<file path="config.mk">
export PLATFORM = sky130hd
export DESIGN_NAME = multiexp_scalar_slicer_flat
export DESIGN_NICKNAME = d
export VERILOG_FILES = /design/src/rtl/multiexp_scalar_slicer_if.sv /design/src/rtl/multiexp_scalar_slicer.sv /design/src/flat_wrapper.sv
export SDC_FILE = /design/constraint.sdc
export NUM_CORES = 2
export LEC_CHECK = 0
export ABC_AREA = 1
export CORE_AREA = 2 2 517 519
export CTS_CLUSTER_DIAMETER = 100
export DETAILED_ROUTE_END_ITERATION = 16
export DIE_AREA = 0 0 519 521
export MAX_ROUTING_LAYER = met4
export REMOVE_ABC_BUFFERS = 1
export SYNTH_ARGS = -nofsm -noshare
export SYNTH_HDL_FRONTEND = slang
export SYNTH_SLANG_ARGS = --single-unit
</file>
<file path="constraint.sdc">
create_clock -name i_clk -period 64.5 [get_ports i_clk]
set_input_delay 9.675 -clock i_clk [delete_from_list [all_inputs] [get_ports i_clk]]
set_output_delay 9.675 -clock i_clk [all_outputs]
set_load 0.05 [all_outputs]
</file>
<file path="src/rtl/multiexp_scalar_slicer_if.sv">
// Scalar/point/beat bundle between the slicer and its neighbours.
// Ports: scalar stream (i_scl_*), point stream (i_pt_*), beat stream (o_dat_*, o_val, i_rdy).
// Directions are named from the slicer's side; slave = slicer, master = feeder/consumer.
interface multiexp_scalar_slicer_if #(
    parameter int SCALAR_W = 256,
    parameter int POINT_W  = 512,
    parameter int WINDOW_W = 4
);
    localparam int NWIN  = SCALAR_W / WINDOW_W;
    localparam int WIN_W = (NWIN > 1) ? $clog2(NWIN) : 1;

    logic [SCALAR_W-1:0] i_scl_dat;
    logic                i_scl_val;
    logic                i_scl_last;
    logic                o_scl_rdy;
    logic [POINT_W-1:0]  i_pt_dat;
    logic                i_pt_val;
    logic                i_pt_last;
    logic                o_pt_rdy;
    logic [WINDOW_W-1:0] o_dat_digit;
    logic [WIN_W-1:0]    o_dat_win;
    logic [POINT_W-1:0]  o_dat_pt;
    logic                o_dat_last;
    logic                o_val;
    logic                i_rdy;

    modport slave (
        input  i_scl_dat, i_scl_val, i_scl_last, i_pt_dat, i_pt_val, i_pt_last, i_rdy,
        output o_scl_rdy, o_pt_rdy, o_dat_digit, o_dat_win, o_dat_pt, o_dat_last, o_val
    );

    modport master (
        output i_scl_dat, i_scl_val, i_scl_last, i_pt_dat, i_pt_val, i_pt_last, i_rdy,
        input  o_scl_rdy, o_pt_rdy, o_dat_digit, o_dat_win, o_dat_pt, o_dat_last, o_val
    );
endinterface

</file>
<file path="src/rtl/multiexp_scalar_slicer.sv">
// Pairs scalar and point streams and slices each scalar into WINDOW_W digits, one beat per window.
// Latency: first beat valid the cycle after pair acceptance; one beat/cycle; 1-cycle bubble between pairs.
// Backpressure: beat register holds while o_val && !i_rdy; pairs accepted only in IDLE with both valids.
// Ports: i_clk/i_rst (async, active high), s (slave modport: scalar, point and beat streams),
//        i_clr (sync clear of counter/error), o_pair_cnt (pairs accepted), o_err (sticky last mismatch).
module multiexp_scalar_slicer #(
    parameter int SCALAR_W  = 256,
    parameter int POINT_W   = 512,
    parameter int WINDOW_W  = 4,
    parameter int SKIP_ZERO = 1
) (
    input  logic        i_clk,
    input  logic        i_rst,
    input  logic        i_clr,
    multiexp_scalar_slicer_if.slave s,
    output logic [31:0] o_pair_cnt,
    output logic        o_err
);
    localparam int NWIN  = SCALAR_W / WINDOW_W;
    localparam int WIN_W = (NWIN > 1) ? $clog2(NWIN) : 1;

    typedef enum logic {IDLE = 1'b0, EMIT = 1'b1} state_t;

    state_t              state_q, state_d;
    logic [SCALAR_W-1:0] scl_q;
    logic [POINT_W-1:0]  pt_q;
    logic                last_q;
    logic [NWIN-1:0]     pend_q;
    logic                oval_q;
    logic [WINDOW_W-1:0] digit_q;
    logic [WIN_W-1:0]    win_q;
    logic [POINT_W-1:0]  opt_q;
    logic                olast_q;
    logic [31:0]         cnt_q;
    logic                err_q;

    logic                accept;
    logic                out_free;
    logic                step;
    logic [NWIN-1:0]     in_mask;
    logic [NWIN-1:0]     src_mask;
    logic [NWIN-1:0]     rem_mask;
    logic [SCALAR_W-1:0] src_scl;
    logic [POINT_W-1:0]  src_pt;
    logic                src_last;
    logic [WIN_W-1:0]    sel_w;
    logic                sel_any;
    logic [WINDOW_W-1:0] sel_digit;

    // Windows that must produce a beat for the incoming pair. The top window of a
    // last pair stays eligible so the terminating beat always reaches downstream.
    always_comb begin
        in_mask = '0;
        for (int w = 0; w < NWIN; w++) begin
            in_mask[w] = (SKIP_ZERO == 0)
                      || (s.i_scl_dat[w*WINDOW_W +: WINDOW_W] != '0)
                      || (s.i_scl_last && (w == NWIN - 1));
        end
    end

    // In IDLE the first beat is taken straight from the inputs so it can load on the
    // acceptance edge; in EMIT it comes from the registered pair.
    assign src_mask = (state_q == IDLE) ? in_mask        : pend_q;
    assign src_scl  = (state_q == IDLE) ? s.i_scl_dat    : scl_q;
    assign src_pt   = (state_q == IDLE) ? s.i_pt_dat     : pt_q;
    assign src_last = (state_q == IDLE) ? s.i_scl_last   : last_q;

    // Lowest pending window wins; skipped windows therefore cost no cycles.
    always_comb begin
        sel_w   = '0;
        sel_any = 1'b0;
        for (int w = NWIN - 1; w >= 0; w--) begin
            if (src_mask[w]) begin
                sel_w   = WIN_W'(w);
                sel_any = 1'b1;
            end
        end
        rem_mask        = src_mask;
        rem_mask[sel_w] = 1'b0;
    end

    assign sel_digit = WINDOW_W'(src_scl >> (sel_w * WINDOW_W));

    assign out_free = !oval_q || s.i_rdy;
    assign step     = accept || ((state_q == EMIT) && out_free);

    // FSM: state register
    always_ff @(posedge i_clk or posedge i_rst) begin
        if (i_rst) state_q <= IDLE;
        else       state_q <= state_d;
    end

    // FSM: next state. EMIT ends once nothing is pending and the beat slot drains.
    always_comb begin
        state_d = state_q;
        case (state_q)
            IDLE:    if (accept) state_d = EMIT;
            EMIT:    if (out_free && !sel_any) state_d = IDLE;
            default: state_d = IDLE;
        endcase
    end

    // FSM: outputs. Both streams are accepted together or not at all.
    always_comb begin
        accept = 1'b0;
        if ((state_q == IDLE) && !i_rst) accept = s.i_scl_val && s.i_pt_val;
    end

    assign s.o_scl_rdy = accept;
    assign s.o_pt_rdy  = accept;

    always_ff @(posedge i_clk or posedge i_rst) begin
        if (i_rst) begin
            scl_q   <= '0;
            pt_q    <= '0;
            last_q  <= 1'b0;
            pend_q  <= '0;
            oval_q  <= 1'b0;
            digit_q <= '0;
            win_q   <= '0;
            opt_q   <= '0;
            olast_q <= 1'b0;
        end else begin
            if (accept) begin
                scl_q  <= s.i_scl_dat;
                pt_q   <= s.i_pt_dat;
                last_q <= s.i_scl_last;
            end
            if (step) begin
                pend_q <= rem_mask;
                oval_q <= sel_any;
                if (sel_any) begin
                    digit_q <= sel_digit;
                    win_q   <= sel_w;
                    opt_q   <= src_pt;
                    olast_q <= src_last && (rem_mask == '0);
                end
            end
        end
    end

    // A clear coinciding with an acceptance still counts that pair.
    always_ff @(posedge i_clk or posedge i_rst) begin
        if (i_rst) begin
            cnt_q <= '0;
            err_q <= 1'b0;
        end else if (i_clr) begin
            cnt_q <= {31'b0, accept};
            err_q <= accept && (s.i_scl_last != s.i_pt_last);
        end else begin
            if (accept) cnt_q <= cnt_q + 32'd1;
            if (accept && (s.i_scl_last != s.i_pt_last)) err_q <= 1'b1;
        end
    end

    assign s.o_val       = oval_q;
    assign s.o_dat_digit = digit_q;
    assign s.o_dat_win   = win_q;
    assign s.o_dat_pt    = opt_q;
    assign s.o_dat_last  = olast_q;
    assign o_pair_cnt    = cnt_q;
    assign o_err         = err_q;
endmodule

</file>
<file path="src/flat_wrapper.sv">
// flat-port wrapper written by rule: the top's interface ports become plain ports
module multiexp_scalar_slicer_flat 
#(
    parameter int SCALAR_W  = 256,
    parameter int POINT_W   = 512,
    parameter int WINDOW_W  = 4,
    parameter int SKIP_ZERO = 1
)
  (i_clk, i_rst, i_clr, o_pair_cnt, o_err, s_i_scl_dat, s_i_scl_val, s_i_scl_last, s_i_pt_dat, s_i_pt_val, s_i_pt_last, s_i_rdy, s_o_scl_rdy, s_o_pt_rdy, s_o_dat_digit, s_o_dat_win, s_o_dat_pt, s_o_dat_last, s_o_val);
  multiexp_scalar_slicer_if #(.SCALAR_W(SCALAR_W), .POINT_W(POINT_W), .WINDOW_W(WINDOW_W)) s_i ();
  input  logic i_clk;
  input  logic i_rst;
  input  logic i_clr;
  output logic [31:0] o_pair_cnt;
  output logic o_err;
  input wire logic [$bits(s_i.i_scl_dat)-1:0] s_i_scl_dat;
  input wire logic [$bits(s_i.i_scl_val)-1:0] s_i_scl_val;
  input wire logic [$bits(s_i.i_scl_last)-1:0] s_i_scl_last;
  input wire logic [$bits(s_i.i_pt_dat)-1:0] s_i_pt_dat;
  input wire logic [$bits(s_i.i_pt_val)-1:0] s_i_pt_val;
  input wire logic [$bits(s_i.i_pt_last)-1:0] s_i_pt_last;
  input wire logic [$bits(s_i.i_rdy)-1:0] s_i_rdy;
  output wire logic [$bits(s_i.o_scl_rdy)-1:0] s_o_scl_rdy;
  output wire logic [$bits(s_i.o_pt_rdy)-1:0] s_o_pt_rdy;
  output wire logic [$bits(s_i.o_dat_digit)-1:0] s_o_dat_digit;
  output wire logic [$bits(s_i.o_dat_win)-1:0] s_o_dat_win;
  output wire logic [$bits(s_i.o_dat_pt)-1:0] s_o_dat_pt;
  output wire logic [$bits(s_i.o_dat_last)-1:0] s_o_dat_last;
  output wire logic [$bits(s_i.o_val)-1:0] s_o_val;
  assign s_i.i_scl_dat = s_i_scl_dat;
  assign s_i.i_scl_val = s_i_scl_val;
  assign s_i.i_scl_last = s_i_scl_last;
  assign s_i.i_pt_dat = s_i_pt_dat;
  assign s_i.i_pt_val = s_i_pt_val;
  assign s_i.i_pt_last = s_i_pt_last;
  assign s_i.i_rdy = s_i_rdy;
  assign s_o_scl_rdy = s_i.o_scl_rdy;
  assign s_o_pt_rdy = s_i.o_pt_rdy;
  assign s_o_dat_digit = s_i.o_dat_digit;
  assign s_o_dat_win = s_i.o_dat_win;
  assign s_o_dat_pt = s_i.o_dat_pt;
  assign s_o_dat_last = s_i.o_dat_last;
  assign s_o_val = s_i.o_val;
  multiexp_scalar_slicer #(.SCALAR_W(SCALAR_W), .POINT_W(POINT_W), .WINDOW_W(WINDOW_W), .SKIP_ZERO(SKIP_ZERO)) u_core (.i_clk(i_clk), .i_rst(i_rst), .i_clr(i_clr), .s(s_i), .o_pair_cnt(o_pair_cnt), .o_err(o_err));
endmodule
</file>
==> flow_summary.toml <==
[outcome]
outcome = "finished clean"

[global_routing]
antenna_found_initial = 133
grt_overflow = 0
track_usage = 0.211
use_met1 = 0.262
first_global_vias = 56600
grt_max_degree = 241
grt_pass1_wl_mm = 409
grt-busiest-layer = "met2"
grt_use_met2 = 0.320
met3_usage = 0.0669

[finish]
drive_gt1_frac = 0.0390
layout_commonest_cell = "nand2_1"
synthToLayoutAreaGrowth_pct = 35.3
final_cell_mix = "nand2_1 (3618), dfrtp_1 (1390), clkdlybuf4s50_1 (1333), nor2_1 (867), o21ai_0 (552)"
nets = 10100

[timing]
finalSetupViolCount = 0
hold_violations = 0
min_period_over_period = 0.334
fmax_mhz = 46.5
setup-tns-final_ns = 0
grt_setup_unrepaired = "no"
tightestPinTransition_ns = 1.27
timing.slew.headroom = 0.153
setup_slack_ns = 42.98
post-route-min-period_ns = 21.52
skew_ns = 0.0636
drv_slew = 0

[routing]
drtIter0Drc = 5706
dr.pass1.iters = 9
wl_per_cell_um = 21.9
route.detailed.drc = 0
wirelength_mm = 286
vias_per_cell = 4.67
num_vias = 61000
ant_nets = 0

[worst_setup_path]
endpoint_kind = "output pin"
crit_chain = "clkdlybuf4s50_1, inv_8, nand4_1, buf_4, inv_8, clkdlybuf4s50_1"
reg2reg_from = "u_core.state_q$_DFF_PP0_"
path_max_fanout = 26
crit_type = "in -> out"
cp.arrival_ns = 11.84
cp-start-kind = "primary input"
worstPathRequired_ns = 54.83
r2r_end = "u_core.s.o_dat_digit[2]$_DFFE_PP0P_"
reg2reg_depth = 74
slowest_delay_ns = 0.83
cp_slowest_cell = "clkdlybuf4s50_1"
r2r_slack_ns = 55.33

[worst_hold_path]
hold_class = "reg -> reg"
min_path_cells = 2
min-delay-start = "u_core.pt_q[61]$_DFFE_PP0P_"
min_to = "u_core.pt_q[61]$_DFFE_PP0P_"

[synthesis]
async_flop_share = 1.00
syn_inst = 8251
synth-main-ff-cell = "dfrtp_1"
ys_seq_area_frac = 0.547
synth_warnings = 0
yosysUniqueCellTypes = 39
syn_area_sq_um = 63600
synth-edff-count = 0
ys_ff_latch = 1391
syn_area_per_cell_sq_um = 7.71

[cts]
ctsLongestPathBuffers = 3
cts.sinks = 1391
cts_root_buf = "clkbuf_16"
clk_pin_slew_worst_paths_ns = 0.05
hold_buffers = 0
cts_tree = "done"
ctsResizeCount = 0
clock_latency_ns = 0.86
cts_buffers = 168
post_cts_buffers = 0
htree_num_levels = 4

[place]
detailedPlace.worstSlack_ns = 42.95
io_buffers = 1334
gp_congestion = 0.869
place_hpwl_mm = 204

[power]
power-per-cell-area_nw_per_um2 = 52.8
power.total_uw = 4540
p_switching_uw = 2110
p_seq_frac = 0.321
ir_drop_mv = 0.0330
power_leakage_uw = 0.0394
p_comb_frac = 0.463
sw_frac_of_total = 0.464
p_clk_frac = 0.216
p_int_uw = 2430

[die]
row_count = 189
die_y_um = 521
core_sq_um = 264000
start_util = 0.240
ios = 1335
dieWidth_um = 519
design.die.area_sq_um = 270000

[run]
cap_violations = 0
==> metrics by stage <==
| stage | instance area (sq um) | hold slack, ns | cells | util |
|---|---|---|---|---|
| 3_5_place_dp | 80100 | 0.464 | 12700 | 0.303 |
| 5_1_grt | 86000 | 0.489 | 13100 | 0.325 |
| 4_1_cts | 85800 | 0.479 | 13000 | 0.324 |
| 3_3_place_gp | 80100 | 0.459 | 12700 | 0.303 |
| 2_1_floorplan | 61500 | 0.445 | 7706 | - |
| 6_report | 86000 | 0.474 | 13100 | 0.325 |
==> registers in the layout (all words and copies together), names as in the netlist <==
register	flops
u_core.pend_q	64
u_core.last_q	1
u_core.s.o_dat_pt	512
u_core.o_pair_cnt	32
u_core.state_q	1
u_core.s.o_dat_win	6
u_core.scl_q	256
u_core.pt_q	512
u_core.o_err	1
u_core.s.o_dat_last	1
u_core.s.o_dat_digit	4
u_core.s.o_val	1
==> routing by layer <==
metal  share of wire  routed length [um]  vias to the layer above
met2            0.46              131000                     2372
met1            0.42              121000                    29500
li1                -                   -                    28700
met3           0.084               24000                      453
met4           0.036               10400                        0
met5               0                   0                        -
==> synthesized netlist by cell type, drive strengths merged (2+ instances only) <==
| cell type | instances | share of area |
|---|---|---|
| or2 | 4 | 0.00039 |
| nor3 | 15 | 0.0012 |
| nand3b | 2 | 0.00024 |
| nor2 | 871 | 0.051 |
| o21ai | 558 | 0.044 |
| a211oi | 3 | 0.00035 |
| inv | 304 | 0.018 |
| nand4 | 159 | 0.016 |
| buf | 43 | 0.0037 |
| clkbuf | 502 | 0.030 |
| nor4 | 3 | 0.00030 |
| nand2 | 3621 | 0.21 |
| a21oi | 28 | 0.0022 |
| a31oi | 517 | 0.051 |
| and3 | 2 | 0.00020 |
| clkinv | 2 | 0.00012 |
| dfrtp | 1391 | 0.55 |
| nor3b | 2 | 0.00024 |
| o21bai | 48 | 0.0057 |
| nand3 | 167 | 0.013 |
==> layout make-up <==
type / instances / area [sq um]
Fill cell: 28200 / 178000
Sequential cell: 1391 / 34800
Multi-Input combinational cell: 6009 / 25500
Timing Repair Buffer: 1421 / 14100
Clock buffer: 254 / 4910
Tap cell: 3533 / 4420
Inverter: 306 / 1180
Clock inverter: 55 / 769
Antenna cell: 87 / 218
==> how the worst max path moves through the flow <==
stage,slack [ns],from,depth (start not counted),to
floorplan,-70.69,i_rst,3,s_o_pt_rdy
global placement,42.99,i_rst,6,s_o_scl_rdy
detailed placement,42.95,i_rst,6,s_o_scl_rdy
CTS,42.94,i_rst,6,s_o_scl_rdy
global route,42.90,i_rst,6,s_o_pt_rdy
finish,42.98,i_rst,6,s_o_scl_rdy
==> cell families after synthesis <==
| group | share of synthesized area |
|---|---|
| compound gates | 0.104 |
| xor+xnor | 0.000138 |
| fa+ha+maj | 0.000197 |
| buf+inv | 0.0514 |
| flops | 0.547 |
| simple gates | 0.297 |
==> worst max-delay path, delay by kind of cell <==
kind	cells	cell delay (ns)
buffers and inverters	5	1.89
AND/OR/NAND/NOR	1	0.18
==> power groups by stage <==
stage                     Clock, uW  Combinational [uW]  Sequential [uW]
final                           981                2100             1460
after detailed placement          0                2110             1460
after floorplan                   0                 871             2060
after CTS                      1010                2120             1460
after global routing           1040                2250             1500
after global placement            0                2100             1460
Note: power is estimated with default switching activity, not from simulation.
